## config.mk

```make
export PLATFORM = sky130hd
export DESIGN_NAME = snake_frame_fetcher
export DESIGN_NICKNAME = d
export VERILOG_FILES = /design/src/rtl/snake_frame_fetcher.sv
export SDC_FILE = /design/constraint.sdc
export NUM_CORES = 1
export LEC_CHECK = 0
export BUFFER_PORTS_ARGS = -buffer_cell sky130_fd_sc_hd__buf_2
export CELL_PAD_IN_SITES_DETAIL_PLACEMENT = 1
export CELL_PAD_IN_SITES_GLOBAL_PLACEMENT = 1
export CORE_MARGIN = 5
export CORE_UTILIZATION = 45
export DETAILED_ROUTE_END_ITERATION = 6
export PLACE_DENSITY_LB_ADDON = 0.1
export SYNTH_ARGS = -nofsm -noshare
export SYNTH_HDL_FRONTEND = slang
export SYNTH_SLANG_ARGS = --single-unit
```

## constraint.sdc

```tcl
create_clock -name clock -period 28.6 [get_ports clock]
set_input_delay 2.86 -clock clock [delete_from_list [all_inputs] [get_ports clock]]
set_output_delay 2.86 -clock clock [all_outputs]
set_load 0.02 [all_outputs]
```

## src/rtl/snake_frame_fetcher.sv

```systemverilog
// snake_frame_fetcher: streams the snake body table from dmem each frame and commits it atomically to snake_data.
module snake_frame_fetcher #(
  parameter int ADDR_WIDTH = 12,
  parameter int DATA_WIDTH = 32,
  parameter int NUM_SEGMENTS = 10,
  parameter logic [ADDR_WIDTH-1:0] BASE_ADDR = 12'd100
) (
  input  logic clock,
  input  logic reset,
  input  logic frame_start,
  output logic [ADDR_WIDTH-1:0] address_dmem_fromVGA,
  output logic [DATA_WIDTH-1:0] data_fromVGA,
  output logic wren_fromVGA,
  input  logic [DATA_WIDTH-1:0] q_dmem_toVGA,
  output logic [NUM_SEGMENTS*DATA_WIDTH-1:0] snake_data,
  output logic snake_valid,
  output logic snake_update,
  output logic busy
);
  localparam int IDX_W = $clog2(NUM_SEGMENTS + 1);
  typedef enum logic [1:0] {IDLE, READ, DRAIN, COMMIT} state_t;
  state_t state, state_nx;
  logic [IDX_W-1:0] idx;
  logic pending;
  logic last, cap;
  logic [DATA_WIDTH-1:0] shadow [NUM_SEGMENTS];
  assign data_fromVGA = '0;
  assign wren_fromVGA = 1'b0;
  assign last = idx == IDX_W'(NUM_SEGMENTS - 1);
  // read data lags the address by one cycle, so the first READ cycle has nothing to capture
  assign cap = (state == READ && idx != '0) || state == DRAIN;
  always_comb begin
    state_nx = state;
    state_nx = (state == IDLE)  ? (frame_start ? READ : IDLE) :
               (state == READ)  ? (last ? DRAIN : READ) :
               (state == DRAIN) ? COMMIT :
               ((pending || frame_start) ? READ : IDLE);
  end
  always_ff @(posedge clock) begin
    if (reset) state <= IDLE;
    else state <= state_nx;
  end
  always_ff @(posedge clock) begin
    if (reset) begin
      address_dmem_fromVGA <= BASE_ADDR;
      snake_data <= '0;
      snake_valid <= 1'b0;
      snake_update <= 1'b0;
      busy <= 1'b0;
      pending <= 1'b0;
      idx <= '0;
    end else begin
      busy <= state_nx != IDLE;
      snake_update <= state == COMMIT;
      if (state == COMMIT) begin
        snake_valid <= 1'b1;
        for (int j = 0; j < NUM_SEGMENTS; j++) snake_data[DATA_WIDTH*j +: DATA_WIDTH] <= shadow[j];
      end
      if (state == COMMIT) pending <= 1'b0;
      else if (state != IDLE && frame_start) pending <= 1'b1;
      if (state_nx == READ && state != READ) begin
        idx <= '0;
        address_dmem_fromVGA <= BASE_ADDR;
      end else if (state == READ && !last) begin
        idx <= idx + IDX_W'(1);
        address_dmem_fromVGA <= address_dmem_fromVGA + ADDR_WIDTH'(1);
      end
    end
  end
  // shift-in keeps segment order without a write index: after N captures word 0 sits at shadow[0]
  always_ff @(posedge clock) begin
    if (cap) begin
      for (int j = 0; j < NUM_SEGMENTS - 1; j++) shadow[j] <= shadow[j+1];
      shadow[NUM_SEGMENTS-1] <= q_dmem_toVGA;
    end
  end
endmodule

```

* After elaboration in Yosys (flattened, before gate mapping)
Memories as Yosys holds them, arrays and structs flattened. A register that Yosys moved wholly into a read port is not among the register bits.
Index checks and enable logic that the tools add are counted.
** Word-level totals
- Register bits :: 342
- Bits in writable memories :: 320
- Output and inout bits :: 368
- Memories kept :: 1
** Memory list
- shadow :: depth 10, bits a word 32, read ports 10, clocked after memory_dff 1, write ports 10, line 26 : logic [DATA_WIDTH-1:0] shadow [NUM_SEGMENTS];
** Cells by class
- $add $sub $neg :: 2
- Equality and inequality tests :: 6
- Multiplexer cells :: 8
- Reduce and logical (&&, ||, !) cells :: 13
** Operators with widths (count)
- 12-bit by 1-bit adder with 12-bit output, second input constant :: 1
- 2-bit two-way mux :: 4
- 4-bit by 1-bit adder with 4-bit output, second input constant :: 1
- 2-bit by 1-bit == test with 1-bit output, second input constant :: 2
- 2-bit == test, second input constant :: 2
- 4-bit == test, second input constant :: 1
- 1-bit logical AND :: 4
- 1-bit two-way mux :: 4
- 2-bit nonzero test :: 2
- 4-bit nonzero test :: 1
- 2-bit OR reduction :: 2
- 2-bit zero test :: 1
- 1-bit logical OR :: 2
- 2-bit by 1-bit != test with 1-bit output, second input constant :: 1
- 1-bit zero test :: 1

* Depth between registers and ports, before layout
Gate-level depths: netlist of run 1.
- Word-level depth :: 8
- Gate-level depth with buffers :: 7
- Mapped depth without buffers :: 6

* Least setup slack after synthesis of run 1
OpenSTA, ideal clock, no wires.
- Path type :: flip-flop to flip-flop
- Start :: register idx[0]
- End :: memory shadow[0][0], enable pin
- Data arrival time :: 22997 ps
- Data required time :: 27156 ps
- Path slack :: 4158 ps
- Stages on the path, launching flop included :: 5
- Buffers on the path :: 0
- Period minus slack after synthesis :: 24442 ps
- Path through :: dfxtp_1 inv_1 ha_1 nor3b_1 o21ai_0
** RTL lines
- start: declaration :: line 23 : logic [IDX_W-1:0] idx;
- start signal: assignment :: line 65 : idx <= idx + IDX_W'(1);
- end: declaration :: line 26

==> metrics, run 1 <==
# DRC 0; total power 0.00192 W; Worst Path Required about 29 ns; Logic pwr share 0.013; Routed Antenna Nets 0; # setup viols final 0; fin crit period 5.01 ns; global-route wire length before repair 70500 µm; TNS Setup 0 ns; DIE AREA roughly 50000 µm²; Yosys warning total 0; Yosys cell types 34; Vias about 11000; crit path launch type input port; initial core utilization 0.453; TritonCTS clock tree yes; dpl cells around 2100; Worst-Margin Slew 1.44 ns; Cell Int Power 0.00154 W; Port Buf Inserts roughly 370; area of the core ~45000 µm²; Syn Inst Count approximately 1200; Routed WL per cell approximately 21 µm; total CTS buffers slightly below 70; Worst Hold Class reg -> reg; pin count of the biggest net entering global routing roughly 220; syn avg cell area 17.2 µm²; maximum buffer depth of the clock tree 3; clock latency on the worst-skew pair about 0.58 ns; Layout Cells excl Fill 2211; kind of critical path in -> reg; router iterations before antenna repair 5; Layout area overhead 22.1%; fin util 0.553; sw frac 0.198; status finished, final reports clean; Sequential Power Share 0.523; GRT Overall Usage 0.179; Hold Vio Cnt, Final 0; DP HPWL 29500 µm; Pleak between 10 and 15 nW; Iter 0 DRT Violations just over 600; Root Driver clkbuf_16; Die Width 223 µm; grt ovf 0; Critical R2R Launch idx[0]; hold_ws approximately 0.45 ns; RSZ-0062 raised after global routing no; CTS HTree Levels 3; Period Utilization, post-route 0.175; Relative slew margins 0.0375; via/cell ratio between 5 and 6; register area share after synthesis 0.805; Max-cap violations 0; PostCTS Resize Cnt 0; Fin Clk Skew 0.0142 ns; Hold Crit Start shadow[3][29]; Sw Pwr about 0.00038 W; clock transition at the registers of the reported paths 0.06 ns; CTS Sinks 662; n_diodes 0; critical path startpoint reset; peak supply drop roughly 0.05 mV; setup repair bufs after CTS 0; Post-CTS Hold Buffers 0; share of cells above drive strength 1 0.302; fin. max-slew vios 0; crit path max fanout about 200; vias in the first global route roughly 12000; clock network power share 0.464; Rows 78; Mapped Area slightly above 20000 µm²; synthesized flop and latch total about 660; CP arrival ~5.5 ns; CP endpoint kind flip-flop; highest clock rate 199 MHz; # IOs 403; nets 1595; Die Y ~220 µm; Power Dens Cells 77.0 nW/µm²; gpl congestion around 0.76; Detailed Route WL between 40000 and 50000 µm; initial antenna violation count 0
[registers in the layout, summed over array words and instances, names as in the netlist]
signal / flops
snake_valid: 1
pending: 1
address_dmem_fromVGA: 12
snake_data: 320
busy: 1
snake_update: 1
state: 2
shadow: 320
idx: 4
[cells in the mapped netlist]
cell        n  area share
a21oi_1    12      0.0029
ha_1        4      0.0024
or2_2       2     0.00061
xor2_1      5      0.0021
conb_1      1     0.00018
xnor2_1     5      0.0021
or4_1       2     0.00073
edfxtp_1  320        0.47
nand2_1    12      0.0022
nor3_1      3     0.00073
nand3b_1    2     0.00073
buf_4      33       0.012
buf_2      63       0.015
and4_1      1     0.00043
and4b_1     1     0.00049
a22o_1    320        0.14
a211oi_1    2     0.00073
o21a_1      1     0.00037
nor2_1     10      0.0018
nor2b_1     2     0.00061
nor3b_1     1     0.00037
inv_1       6      0.0011
nand2b_1    2     0.00061
and3b_1     1     0.00043
nand4_1     4      0.0012
o21ai_0     4     0.00098
nand3_1     6      0.0015
buf_6       1     0.00055
o31ai_1     2     0.00073
dfxtp_1   342        0.33
clkbuf_1   12      0.0022
or3_1       2     0.00061
nand4_2     1     0.00061
a211o_1     1     0.00043
[path summary, 6_finish.rpt]
check | depth (start not counted) | slack (ns) | endpoint
worst min register to register | 0 | 0.45 | shadow[2][29]
worst max register to register | 6 | 24.85 | shadow[9][17]
worst min-delay path | 0 | 0.45 | shadow[2][29]
worst max-delay path | 6 | 23.59 | snake_data[241]
[power groups by stage]
stage | clock [W] | sequential (W) | combinational (W)
floorplan | 0 | 0.00104 | 0.0000208
global placement | 0 | 0.00102 | 0.0000245
detailed placement | 0 | 0.00103 | 0.0000248
CTS | 0.000922 | 0.00100 | 0.0000248
global route | 0.000960 | 0.00101 | 0.0000269
finish | 0.000893 | 0.00100 | 0.0000246
[cell type report]
cell class / count / area (µm²)
multi-input cells: 441 / 3500
flip-flops and latches: 662 / 16500
clock inverters: 30 / 327
fillers: 4306 / 20200
well taps: 600 / 751
clock buffers: 95 / 1970
inverters: 6 / 22.5
repair buffers: 377 / 1940
[cell usage in the layout, fill, tap and decap left out, types with 10 or more instances in the layout]
master / n
dfxtp_1: 342
clkbuf_1: 14
a21oi_1: 11
a22o_1: 320
buf_2: 369
conb_1: 33
clkbuf_8: 10
clkbuf_16: 71
edfxtp_1: 320
clkinv_2: 10
nand2_1: 12
[metal layers]
metal,up-vias,share of wire,global-route usage
li1,5279,-,-
met1,5664,0.43,0.239
met2,310,0.46,0.273
met3,61,0.090,0.0701
met4,0,0.019,0.0534
met5,-,0,0
[critical path, cell delays in order]
cell and delay [ns]:
buf_2 0.17, nor2_4 0.11, buf_4 0.42, buf_12 0.69
buf_4 0.81, a22o_1 0.24
[kinds of logic (layout without fill, tap and decap cells)]
| kind of cell | after synthesis | in the layout | synth area share |
|---|---|---|---|
| and+or+nand+nor | 52 | 52 | 0.0137 |
| xor gates and xnor gates | 10 | 10 | 0.00428 |
| other | 1 | 33 | 0.000183 |
| buffers and inverters | 115 | 508 | 0.0314 |
| AOI/OAI and AO/OA | 342 | 342 | 0.143 |
| DFF | 662 | 662 | 0.805 |
| adders and majority gates | 4 | 4 | 0.00245 |
[per-stage QoR]
step	instance area (µm²)	setup WS, ns
6_report	25000	23.59
5_1_grt	25000	23.40
4_1_cts	25000	23.56
3_5_place_dp	22700	22.92
3_3_place_gp	22700	22.96
2_1_floorplan	20600	4.16
(Power assumes the default switching activity.)
==> run 2: changes to the inputs <==
==> constraint.sdc (replaced) <==
create_clock -name clock -period 4.7 [get_ports clock]
set_input_delay 0.47 -clock clock [delete_from_list [all_inputs] [get_ports clock]]
set_output_delay 0.47 -clock clock [all_outputs]
set_load 0.02 [all_outputs]
==> run 2 against run 1 <==
Critical path depth shrank 3. Critical endpoint is now shadow[9][28]. Sequential share of layout area shrank 0.15 points. Register-to-register slack lost 23 ns. Combinational power grew to 6.4 times the previous value. Total power grew to 6.0 times the previous value. Largest power group unchanged. Hold slack lost 0.38 ns. Design area grew 0.24%. Die area is the same. Worst setup slack lost 21 ns. Flip-flop and latch count is the same. Utilization grew 0.13 points.
==> metrics, run 2 (synthesis results as in run 1) <==
R2R cell count 3 (-3); slowest CP cell o21ai_4; clock network power share 0.459 (-0.005); kind of critical path reg -> reg; fin. max-slew vios 0 (unchanged); area of the multi-input gates 3510 µm² (+0.39%); Layout area overhead 22.4%; area of the core 45200 µm² (unchanged); Fillers 4303 (-0.070%); Port Buf Inserts 369 (unchanged); Post-CTS Hold Buffers 0 (unchanged); M1 GR Usage 0.247 (+0.00823); Detailed Route WL 46900 µm (+0.95%); delay-heaviest family, CP compound AO/OA/AOI/OAI gates; Sw Pwr 0.00227 W (+490%); GRT Overall Usage 0.182 (+0.00319); Worst-Margin Slew 0.967 ns (-0.477 ns); via/cell ratio 5.14 (+0.41%); nets 1605 (+0.63%); CTS Sinks 662 (unchanged); highest clock rate 403 MHz; dpl cells 2096 (+0.48%); Reg-to-Reg End shadow[9][28]; setup slack at placement 2.17 ns (-20.75 ns); Min-Delay Endpoint shadow[9][31]; total power 0.0116 W (+500%); grt ovf 0 (unchanged); n_diodes 0 (unchanged); cell depth of the worst hold path 1 (+1); maximum buffer depth of the clock tree 3 (unchanged); Critical R2R Launch state[0]; biggest regs shadow x320, snake_data x320, address_dmem_fromVGA x12; CP endpoint kind flip-flop; Die Y 223 µm (unchanged); TNS Setup 0 ns (unchanged); met2 GRT Util 0.276 (+0.00255); clock transition at the registers of the reported paths 0.06 ns (about the same); CP arrival 2.69 ns (-2.84 ns); GR Layer Usage met3 0.0679 (-0.00224); setup repair bufs after CTS 0 (unchanged); Hold Vio Cnt, Final 0 (unchanged); initial antenna violation count 0 (unchanged); RSZ-0062 raised after global routing no; Root Driver clkbuf_16; total CTS buffers 68 (unchanged); Hold Crit Start q_dmem_toVGA[31]; final worst slack 2.22 ns (-21.37 ns); Die Width 223 µm (unchanged); # DRC 0 (unchanged); Cell Chain, Critical Path nand2b_1 > o21ai_4 > buf_4; Fin Clk Skew 0.0155 ns (+0.00122 ns); global-route wire length before repair 72000 µm (+2.1%); Rows 78 (unchanged); reg2reg setup slack 2.22 ns (-22.63 ns); fin crit period approximately 2.5 ns; Power Dens Cells 463 nW/µm² (+500%); most frequent cells in the layout buf_2, dfxtp_1, a22o_1, edfxtp_1, clkbuf_16; Iter 0 DRT Violations 685 (+13%); crit path launch type flip-flop; Logic pwr share 0.014 (about the same); share of cells above drive strength 1 0.308 (+0.00530); DP HPWL 30500 µm (+3.6%); Cell Int Power 0.00932 W (+500%); vias in the first global route 11899 (+1.3%); clock latency on the worst-skew pair 0.58 ns (about the same); Period Utilization, post-route 0.528; Relative slew margins 0.354 (+0.317); Pleak 10.2 nW (+0.38%); Routed Antenna Nets 0 (unchanged); Max-cap violations 0 (unchanged); most common cell after layout, fill and taps aside buf_2; Layout Cells excl Fill 2219 (+0.36%); CTS HTree Levels 3 (unchanged); sw frac 0.196 (-0.00260); most used routing layer met2; # IOs 403 (unchanged); status finished, final reports clean; crit path max fanout 44 (-78%); TritonCTS clock tree yes; Worst Path Required 4.91 ns (-24.21 ns); gpl congestion 0.739 (-2.4%); Reg area 16500 µm² (about the same); Sequential Power Share 0.528 (+0.005); DIE AREA 49800 µm² (unchanged); PostCTS Resize Cnt 0 (unchanged); Routed WL per cell 21.1 µm (+0.59%); peak supply drop 0.334 mV (+570%); pin count of the biggest net entering global routing 154 (-31%); Vias 11402 (+0.78%); CP max stage delay 0.73 ns (-0.08 ns); Worst Path Buf+Inv 1 (-3); initial core utilization 0.453 (unchanged); Worst Hold Class in -> reg; # setup viols final 0 (unchanged); router iterations before antenna repair 5 (unchanged)
[run 2: cell count changes in the layout (fill, tap and decap cells not counted), sizes merged]
cell | before | now
clkbuf | 95 | 94
inv | 11 | 7
clkinv | 18 | 21
buf | 377 | 387
[run 2: final cells by class]
cell class | instances | share of cell area
flip-flops and latches | 662 | 0.658
multi-input cells | 441 | 0.140
repair buffers | 387 | 0.0822
clock buffers | 94 | 0.0772
well taps | 600 | 0.0300
clock inverters | 29 | 0.0116
inverters | 6 | 0.000900
[run 2: how the worst max path moves through the flow]
stage	from	end	slack, ns	cells after the start
4_1_cts	state[0]	shadow[9][28]	2.17	3
2_1_floorplan	idx[1]	shadow[0][0]	-1.62	4
6_report	state[0]	shadow[9][28]	2.22	3
5_1_grt	state[0]	shadow[9][27]	2.02	3
3_5_place_dp	state[0]	shadow[9][27]	2.17	3
3_3_place_gp	idx[1]	shadow[9][29]	2.26	5
[run 2: through the flow]
stage	cell area (µm²)	utilization	hold WS (ns)
2_1_floorplan	20600	-	0.427
3_3_place_gp	22800	0.505	0.430
3_5_place_dp	22800	0.505	0.435
4_1_cts	25000	0.554	0.0203
5_1_grt	25000	0.554	0.0307
6_report	25000	0.554	0.0652
[run 2: power groups by stage]
stage / Clock [W] / Combinational [W] / Sequential (W)
CTS: 0.00545 / 0.000160 / 0.00611
global placement: 0 / 0.000157 / 0.00624
floorplan: 0 / 0.000129 / 0.00624
global route: 0.00571 / 0.000173 / 0.00612
finish: 0.00531 / 0.000158 / 0.00611
detailed placement: 0 / 0.000159 / 0.00624
[run 2: per-layer routing]
layer	vias up	routed length, µm
met5	-	0
met4	0	923
met3	61	3830
met2	314	21400
met1	5734	20700
li1	5293	-
==> run 3: changes to the inputs <==
--- a/config.mk
+++ b/config.mk
@@ -9,7 +9,7 @@
 export CELL_PAD_IN_SITES_DETAIL_PLACEMENT = 1
 export CELL_PAD_IN_SITES_GLOBAL_PLACEMENT = 1
 export CORE_MARGIN = 5
-export CORE_UTILIZATION = 45
+export CORE_UTILIZATION = 41
 export DETAILED_ROUTE_END_ITERATION = 6
 export PLACE_DENSITY_LB_ADDON = 0.1
 export SYNTH_ARGS = -nofsm -noshare
==> constraint.sdc (replaced) <==
create_clock -name clock -period 2 [get_ports clock]
set_input_delay 0.2 -clock clock [delete_from_list [all_inputs] [get_ports clock]]
set_output_delay 0.2 -clock clock [all_outputs]
set_load 0.02 [all_outputs]
==> run 3 against run 2 <==
Routed wire length rose by 4.4%. Clock skew up 0.0037 ns. Die area increased by 9.3%. Hold slack better by 0.25 ns. Cell count up 5.5%. Critical path depth is 1 higher. Register-to-register slack worse by 2.1 ns. First-iteration DRC count decreased by 5.4%. Global-route usage decreased by 0.82 points.
==> metrics, run 3 (synthesis results as in run 1) <==
gpl congestion 0.744 (+0.61%); fin crit period 1.84 ns (-0.638 ns); crit path max fanout 31 (-30%); Relative slew margins 0.654 (+0.300); via/cell ratio 4.95 (-3.6%); kind of critical path reg -> reg; Post-CTS Hold Buffers 35 (+35); router iterations before antenna repair 6 (+1); highest clock rate 542 MHz (+35%); nets 1662 (+3.6%); Port Buf Inserts 369 (unchanged); most frequent cells in the layout buf_2, dfxtp_1, a22o_1, edfxtp_1, clkbuf_16; CTS Sinks 662 (unchanged); Worst Path Required 2.27 ns (-2.64 ns); Max-cap violations 0 (unchanged); Die Y 233 µm (+4.6%); CP endpoint kind flip-flop; clock transition at the registers of the reported paths 0.06 ns (about the same); Root Driver clkbuf_16; crit path launch type flip-flop; grt ovf 0 (unchanged); peak supply drop 0.723 mV (+120%); Critical R2R Launch state[0]; most common cell after layout, fill and taps aside buf_2; vias in the first global route 11970 (+0.60%); cell depth of the worst hold path 2 (+1); CTS HTree Levels 3 (unchanged); Layout Cells excl Fill 2340 (+5.5%); Worst-Margin Slew 0.519 ns (-0.448 ns); clock latency on the worst-skew pair 0.59 ns (about the same); R2R cell count 4 (+1); TritonCTS clock tree yes; PostCTS Resize Cnt 0 (unchanged); biggest regs shadow x320, snake_data x320, address_dmem_fromVGA x12; Iter 0 DRT Violations 648 (-5.4%); # setup viols final 0 (unchanged); dpl cells 2182 (+4.1%); n_diodes 0 (unchanged); # IOs 403 (unchanged); area of the core 49200 µm² (+8.8%); GRT Overall Usage 0.174 (-0.00816); Hold Vio Cnt, Final 0 (unchanged); Routed WL per cell 20.9 µm (-1.0%); reg2reg setup slack 0.16 ns (-2.06 ns); DP HPWL 33300 µm (+9.2%); pin count of the biggest net entering global routing 82 (-47%); Rows 81 (+3.8%); Detailed Route WL 48900 µm (+4.4%); global-route wire length before repair 73300 µm (+1.8%); Worst Hold Class in -> reg; RSZ-0062 raised after global routing no; status finished, final reports clean; DIE AREA 54400 µm² (+9.3%); initial core utilization 0.416 (-0.0365); Hold Crit Start q_dmem_toVGA[16]; Power Dens Cells 1060 nW/µm² (+130%); fin util 0.526 (-0.0277); Die Width 233 µm (+4.6%); # DRC 0 (unchanged); CP arrival 2.12 ns (-0.57 ns); initial antenna violation count 0 (unchanged); setup repair bufs after CTS 0 (unchanged); fin. max-slew vios 0 (unchanged); Routed Antenna Nets 0 (unchanged); Reg-to-Reg End shadow[1][13]; share of cells above drive strength 1 0.309 (+0.00147); total CTS buffers 68 (unchanged); maximum buffer depth of the clock tree 3 (unchanged); Period Utilization, post-route 0.922 (+0.394); Pleak 10.5 nW (+3.1%); Min-Delay Endpoint shadow[9][16]; Fin Clk Skew 0.0192 ns (+0.00375 ns); Layout area overhead 26.5%; Vias 11593 (+1.7%)
run 3: routing by layer:
layer,track usage,part of all wire,vias to the layer above
met5,0,0,-
met3,0.0678,0.079,66
li1,-,-,5413
met1,0.233,0.44,5816
met4,0.0399,0.018,0
met2,0.270,0.46,298
run 3: worst max path at each step:
stage / start / endpoint / slack, ns / cells after the start
after global routing: state[0] / shadow[1][0] / 0.08 / 4
after detailed placement: state[0] / shadow[0][1] / 0.18 / 4
after floorplan: idx[1] / shadow[0][0] / -4.32 / 4
after CTS: state[0] / shadow[2][0] / 0.15 / 4
final: state[0] / shadow[1][13] / 0.16 / 4
after global placement: idx[0] / shadow[0][12] / 0.21 / 6
run 3: area by class of cell:
type,count,area (µm²)
clock buffer,101,1960
clock inverter,22,268
fill,4636,23300
inverter,6,22.5
multi-input combinational,441,3510
sequential,662,16500
tap,664,831
timing repair buffer,444,2810
run 3: critical path, stage by stage (launching register included):
cell      delay (ns)
dfxtp_1         0.56
nand2b_1        0.19
o21ai_4         0.24
buf_12          0.28
buf_12          0.24
run 3: stage by stage:
stage | instance area [µm²] | hold WS (ns) | power (W) | setup WS [ns] | TNS (ns)
2_1_floorplan | 20600 | 0.299 | 0.0150 | -4.32 | -1380.83
3_3_place_gp | 23300 | 0.377 | 0.0151 | 0.214 | 0
3_5_place_dp | 23300 | 0.379 | 0.0151 | 0.177 | 0
4_1_cts | 25900 | 0.272 | 0.0276 | 0.152 | 0
5_1_grt | 25900 | 0.281 | 0.0283 | 0.0793 | 0
6_report | 25900 | 0.319 | 0.0273 | 0.156 | 0
run 3: power by group:
group          total, W  internal, W  switching [W]
clock            0.0124      0.00746        0.00498
sequential       0.0144       0.0143      0.0000761
combinational  0.000478     0.000153       0.000325
total            0.0273       0.0219        0.00538
